[config.mk]
export PLATFORM = sky130hd
export DESIGN_NAME = alu_issue
export DESIGN_NICKNAME = d
export VERILOG_FILES = /design/src/rtl/alu_issue.sv
export SDC_FILE = /design/constraint.sdc
export NUM_CORES = 1
export LEC_CHECK = 0
export CORE_MARGIN = 2
export CORE_UTILIZATION = 50
export CTS_BUF_LIST = sky130_fd_sc_hd__clkbuf_4 sky130_fd_sc_hd__clkbuf_8 sky130_fd_sc_hd__clkbuf_16
export CTS_CLUSTER_DIAMETER = 30
export CTS_CLUSTER_SIZE = 16
export DETAILED_ROUTE_END_ITERATION = 12
export GPL_TIMING_DRIVEN = 0
export PLACE_DENSITY = 0.85
export SYNTH_ARGS = -nofsm -noshare
export SYNTH_HDL_FRONTEND = slang
export SYNTH_SLANG_ARGS = --single-unit
[constraint.sdc]
create_clock -name clk -period 2.6 [get_ports clk]
set_input_delay 0.52 -clock clk [delete_from_list [all_inputs] [get_ports clk]]
set_output_delay 0.52 -clock clk [all_outputs]
set_load 0.01 [all_outputs]
[src/rtl/alu_issue.sv]
// alu_issue: single-command issue stage in front of a combinational ALU.
// Owns the register file, drives registered ALU inputs and returns each result over valid/ready.
module alu_issue #(
  parameter int DATA_WIDTH = 16,
  parameter int REG_COUNT  = 8,
  localparam int AW = $clog2(REG_COUNT)
) (
  input  logic                  clk,
  input  logic                  rst,
  input  logic                  cmd_valid,
  output logic                  cmd_ready,
  input  logic                  cmd_load,
  input  logic [2:0]            cmd_oc,
  input  logic [AW-1:0]         cmd_dst,
  input  logic [AW-1:0]         cmd_src_a,
  input  logic [AW-1:0]         cmd_src_b,
  input  logic [DATA_WIDTH-1:0] cmd_imm,
  output logic [2:0]            alu_oc,
  output logic [DATA_WIDTH-1:0] alu_a,
  output logic [DATA_WIDTH-1:0] alu_b,
  input  logic [DATA_WIDTH-1:0] alu_f,
  output logic                  res_valid,
  input  logic                  res_ready,
  output logic [DATA_WIDTH-1:0] res_data,
  output logic [AW-1:0]         res_dst,
  output logic                  res_div0
);

  localparam logic [1:0] IDLE = 2'd0;
  localparam logic [1:0] EXEC = 2'd1;
  localparam logic [1:0] RESP = 2'd2;

  localparam logic [2:0] OC_DIV = 3'd3;

  logic [1:0]            state_r;
  logic [DATA_WIDTH-1:0] regs_r [REG_COUNT];
  logic [DATA_WIDTH-1:0] result_s;
  logic                  div0_s;

  // Divide-by-zero overrides whatever the ALU produces with all ones
  always_comb begin
    result_s = alu_f;
    div0_s   = 1'b0;
    if ((alu_oc == OC_DIV) && (alu_b == {DATA_WIDTH{1'b0}})) begin
      result_s = {DATA_WIDTH{1'b1}};
      div0_s   = 1'b1;
    end else begin
      result_s = alu_f;
      div0_s   = 1'b0;
    end
  end

  // Command FSM, register file, ALU input and result registers
  always_ff @(posedge clk) begin
    if (rst) begin
      state_r   <= IDLE;
      cmd_ready <= 1'b1;
      alu_oc    <= 3'd0;
      alu_a     <= {DATA_WIDTH{1'b0}};
      alu_b     <= {DATA_WIDTH{1'b0}};
      res_valid <= 1'b0;
      res_data  <= {DATA_WIDTH{1'b0}};
      res_dst   <= {AW{1'b0}};
      res_div0  <= 1'b0;
      for (int i = 0; i < REG_COUNT; i++) begin
        regs_r[i] <= {DATA_WIDTH{1'b0}};
      end
    end else begin
      case (state_r)
        IDLE: begin
          if (cmd_valid) begin
            cmd_ready <= 1'b0;
            res_dst   <= cmd_dst;
            if (cmd_load) begin
              regs_r[cmd_dst] <= cmd_imm;
              res_data        <= cmd_imm;
              res_div0        <= 1'b0;
              res_valid       <= 1'b1;
              state_r         <= RESP;
            end else begin
              // Operands sampled before any write-back at this edge
              alu_oc  <= cmd_oc;
              alu_a   <= regs_r[cmd_src_a];
              alu_b   <= regs_r[cmd_src_b];
              state_r <= EXEC;
            end
          end
        end
        EXEC: begin
          regs_r[res_dst] <= result_s;
          res_data        <= result_s;
          res_div0        <= div0_s;
          res_valid       <= 1'b1;
          state_r         <= RESP;
        end
        RESP: begin
          if (res_ready) begin
            res_valid <= 1'b0;
            cmd_ready <= 1'b1;
            state_r   <= IDLE;
          end
        end
        default: begin
          res_valid <= 1'b0;
          cmd_ready <= 1'b1;
          state_r   <= IDLE;
        end
      endcase
    end
  end

endmodule
# Word level (Yosys, flattened, before mapping)
# Memory sizes are Yosys's and may differ from the RTL's. A register that Yosys moved wholly into a read port is not among the register bits.
# Cells that the tools add are included.
[word_totals]
ff_bits = 27
ram_bits = 128
inputBits = 49
out_inout_bits = 57
elab_cells = 63
memories = 1
[mem_list]
columns = ["memory", "depth", "width", "read_ports", "rd_clocked_by_memory_dff", "write_ports", "line_no", "rtl"]
rows = [
  ["regs_r", 8, 16, 2, 2, 8, "36", "logic [DATA_WIDTH-1:0] regs_r [REG_COUNT];"],
]
[classes]
n_eq_ne = 6
mux = 35
n_bitwise = 2
n_reduce_logical = 12
[ops]
columns = ["cell", "n"]
rows = [
  ["16-bit two-way mux", 5],
  ["16-bit case mux with 2 select lines", 1],
  ["16-bit OR reduction", 2],
  ["1-bit two-way mux", 20],
  ["16-bit zero test", 1],
  ["3-bit AND reduction", 4],
  ["2-bit two-way mux", 3],
  ["3-bit two-way mux", 2],
  ["2-bit != test (second input constant)", 3],
  ["1-bit case mux with 3 select lines", 2],
  ["2-bit case mux with 3 select lines", 1],
  ["2-bit AND reduction", 2],
  ["3-bit by 2-bit == test with 1-bit output (second input constant)", 1],
  ["2-bit by 1-bit == test with 1-bit output (second input constant)", 1],
  ["2-bit == test (second input constant)", 1],
  ["2-bit zero test", 1],
  ["1-bit inverter", 2],
  ["1-bit case mux with 2 select lines", 1],
  ["2-bit nonzero test", 1],
  ["1-bit logical AND", 1],
]

# Longest topological paths before layout
[depth]
word_depth = 8
mapped_depth = 7

# Least setup slack after synthesis
# Ideal clock, no wire load.
[synth_path]
kind = "input port to flip-flop"
startpoint = "input port rst"
endpoint = "memory regs_r[0][0], enable pin"
arrival_time_ps = 2257
required_time_ps = 2225
setup_slack_ps = -32
path_stages = 6
cell_sequence = "buf_2 nor3b_4 buf_6 mux2i_4 nand4_2 nand2b_1"
[synth_rtl]
columns = ["element", "line_no", "rtl"]
rows = [
  ["from (decl)", "9", "input logic rst,"],
  ["to (decl)", "36", ""],
]

==> flow_metrics.env <==
export IMPL_run_status="finished clean"
export IMPL_min_from="res_data[7]"
export IMPL_firstDrtPassIters=5
export IMPL_min_path_cells=2
export IMPL_cp_slowest_cell="nand2b_1"
export IMPL_clock_latency_ns=0.44
export IMPL_multiInputGateArea_sq_um=3680
export IMPL_grt_max_degree=17
export IMPL_power_leakage_nw=3.86
export IMPL_syn_inst=667
export IMPL_fmax_mhz=395
export IMPL_syn_cell_area_sq_um=8930
export IMPL_rr_endpoint="regs_r[7][8]"
export IMPL_cp_num_buf_inv=1
export IMPL_vias_per_cell=6.62
export IMPL_worstSetupStartpointType="flip-flop"
export IMPL_grt_pass1_wl_um=39000
export IMPL_num_fill_cells=1263
export IMPL_placed_cells=994
export IMPL_start_util=0.514
export IMPL_min_path_type="reg2reg"
export IMPL_root_buffer="clkbuf_16"
export IMPL_die_x_um=138
export IMPL_initialDrtViolationCount=1095
export IMPL_crit_arrival_ns=2.60
export IMPL_port_buffer_count=102
export IMPL_antenna_left=0
export IMPL_cp_top_family="simple AND/OR/NAND/NOR gates"
export IMPL_avgSynthCellArea_sq_um=13.4
export IMPL_grt_use_total=0.284
export IMPL_setup_viol=0
export IMPL_finalClockSkew_ns=0.00737
export IMPL_rows=48
export IMPL_worst_pin_slew_ns=0.957
export IMPL_clockBufferDepth=2
export IMPL_synth_seq_area_share=0.563
export IMPL_diodes=0
export IMPL_synth_warnings=0
export IMPL_slowest_delay_ns=0.74
export IMPL_final_seq_area_sq_um=5020
export IMPL_routed_wl_um=25500
export IMPL_finalInstanceArea_sq_um=11000
export IMPL_maxSlewViolCount=0
export IMPL_dp_hpwl_um=17600
export IMPL_path_cells="nor3b_4 > buf_4 > mux2_4 > nand4_4 > nand2b_1"
export IMPL_htreeDepth=4
export IMPL_max_slew_margin=0.344
export IMPL_synth_ff_latch_count=187
export IMPL_syn_num_nets=716
export IMPL_rrSetupSlack_ns=0.07
export IMPL_drcViolationCount=0
export IMPL_clk_pin_slew_ns=0.07
export IMPL_reg2regPathDepth=5
export IMPL_synth_cell_type_count=36
export IMPL_final_nets=842
export IMPL_core_area_sq_um=17400
export IMPL_via_count=6824
export IMPL_hold_ws_ns=0.455
export IMPL_dpl_cell_area_sq_um=10200
export IMPL_path_max_fanout=16
export IMPL_power_density_nw_per_um2=651
export IMPL_place_ws_ns=-0.602
export IMPL_worstSetupEndpointType="flip-flop"
export IMPL_drive_above_1_share=0.211
export IMPL_crit_required_ns=2.67
export IMPL_die_h_um=138
export IMPL_clock_sinks=187
export IMPL_maxCapViolations=0
export IMPL_hold_viol_final=0
export IMPL_ios=106
export IMPL_worstSetupPathType="reg2reg"
export IMPL_antenna_found_initial=0
export IMPL_area_delta_synth_final_pct=23.3
export IMPL_fin_cells=1031
export IMPL_avgRoutedWirePerCell_um=24.7
export IMPL_grt_overflow=0
export IMPL_peakVddDrop_mv=0.566
export IMPL_worstHoldEndpoint="res_data[7]"
export IMPL_numCtsBuffers=17
export IMPL_die_area_sq_um=18900
export IMPL_final_setup_tns_ns=0
export IMPL_final_min_clock_period_ns=2.53
export IMPL_place_gp_congestion=0.910
export IMPL_grt_pass1_vias=6741
export IMPL_fin_ws_ns=0.0658
export IMPL_cts_tree="done"
export IMPL_reg2reg_from="state_r[0]"
export IMPL_period_share=0.975
## routing by layer
metal | global-route usage | share of wire
met1 | 0.374 | 0.37
met2 | 0.451 | 0.47
met5 | 0 | 0
met4 | 0.114 | 0.031
met3 | 0.0762 | 0.13
## cells in the final DEF, fill, tap and decap left out, types with 4 or more instances in the layout
master and instances:
nand2_1 20, mux4_2 64, dfxtp_1 59, buf_4 9, clkbuf_1 24, buf_2 29
o22ai_1 32, a21oi_1 132, nor2_1 42, a2bb2oi_1 16, inv_4 4, mux2i_1 17
mux2i_2 5, o21ai_0 17, nand2b_4 6, edfxtp_1 128, clkbuf_16 21, clkdlybuf4s50_1 102
nor3_1 32, nand4_4 5
## Yosys cell counts
master     count  area, sq um
or2_2          1         6.26
nand2b_1      10         62.6
edfxtp_1     128         3840
a21oi_1      132          661
o22ai_1       32          200
nor4bb_1       1         10.0
inv_1          1         3.75
nor3b_4        1         18.8
mux2i_4        2         45.0
nor3b_1        1         7.51
buf_6          2         22.5
and3_1         1         6.26
a21bo_2        1         10.0
buf_2         29          145
nor4b_2        1         15.0
dfxtp_1       59         1180
nand4_2        3         37.5
nor3_4         1         16.3
a2bb2oi_1     16          140
nand3_1        1         5.00
buf_1          2         7.51
o21ai_0       17         85.1
o21ba_2        1         10.0
nor3_1        32          160
or4_1          1         7.51
nor2_1        42          158
mux2_4         3         45.0
mux2i_2        1         13.8
nand4_4        5          106
mux2i_1       22          220
nor2b_1        2         12.5
buf_4          5         37.5
clkbuf_1      24         90.1
nor4_1         3         18.8
nand2_1       20         75.1
mux4_2        64         1440
## worst max path at each step
| stage | startpoint | to | slack [ns] | cells past startpoint |
|---|---|---|---|---|
| 2_1_floorplan | rst | regs_r[4][0] | 0.03 | 6 |
| 3_3_place_gp | cmd_load | regs_r[1][10] | -0.51 | 6 |
| 3_5_place_dp | cmd_load | regs_r[1][10] | -0.60 | 6 |
| 4_1_cts | state_r[0] | regs_r[2][11] | 0.006 | 5 |
| 5_1_grt | state_r[0] | regs_r[7][15] | -0.04 | 5 |
| 6_report | state_r[0] | regs_r[7][8] | 0.07 | 5 |
## sequential cells by signal (all words and copies together), names as in the netlist
| name | cells |
|---|---|
| alu_a | 16 |
| cmd_ready | 1 |
| alu_b | 16 |
| state_r | 2 |
| res_dst | 3 |
| res_data | 16 |
| alu_oc | 3 |
| res_valid | 1 |
| regs_r | 128 |
| res_div0 | 1 |
## worst min-delay path: cells and delay by family, from the launching register on
kind	cells	cell delay, ns
DFF	1	0.31
and+or+nand+nor	1	0.05
AOI/OAI and AO/OA	1	0.05
## layout make-up
type | instances | area share
timing repair buffer | 107 | 0.0973
multi-input combinational | 417 | 0.334
sequential | 187 | 0.456
tap | 225 | 0.0256
clock inverter | 8 | 0.00864
clock buffer | 24 | 0.0503
buffer | 62 | 0.0275
inverter | 1 | 0.000341
## per-stage QoR
stage                     utilization  power, mW
after global placement          0.590       4.32
after detailed placement        0.590       4.35
final                           0.634       7.17
after CTS                       0.631       7.13
after global routing            0.634       7.34
after floorplan                     -       3.95
## logic make-up (layout without fill, tap and decap cells)
logic type	count (synthesis)	after routing	synth area share
multiplexers	92	92	0.198
flip-flops	187	187	0.563
buffers and inverters	63	202	0.0343
AND/OR/NAND/NOR	126	126	0.0810
AO/OA/AOI/OAI	199	199	0.124
## power breakdown
group / internal [mW] / total [mW] / leakage (nW) / switching (mW)
sequential: 3.32 / 3.42 / 1.82 / 0.0912
clock: 1.69 / 2.83 / 0.329 / 1.14
combinational: 0.439 / 0.918 / 1.71 / 0.480
## repair_timing
action,4_1_cts,5_1_grt
setup buffers,2,3
hold buffers,0,0
gates resized for setup,12,5
pin swaps,0,1
setup endpoints to repair,121,239
No activity file was read; power rests on OpenSTA's default activity.
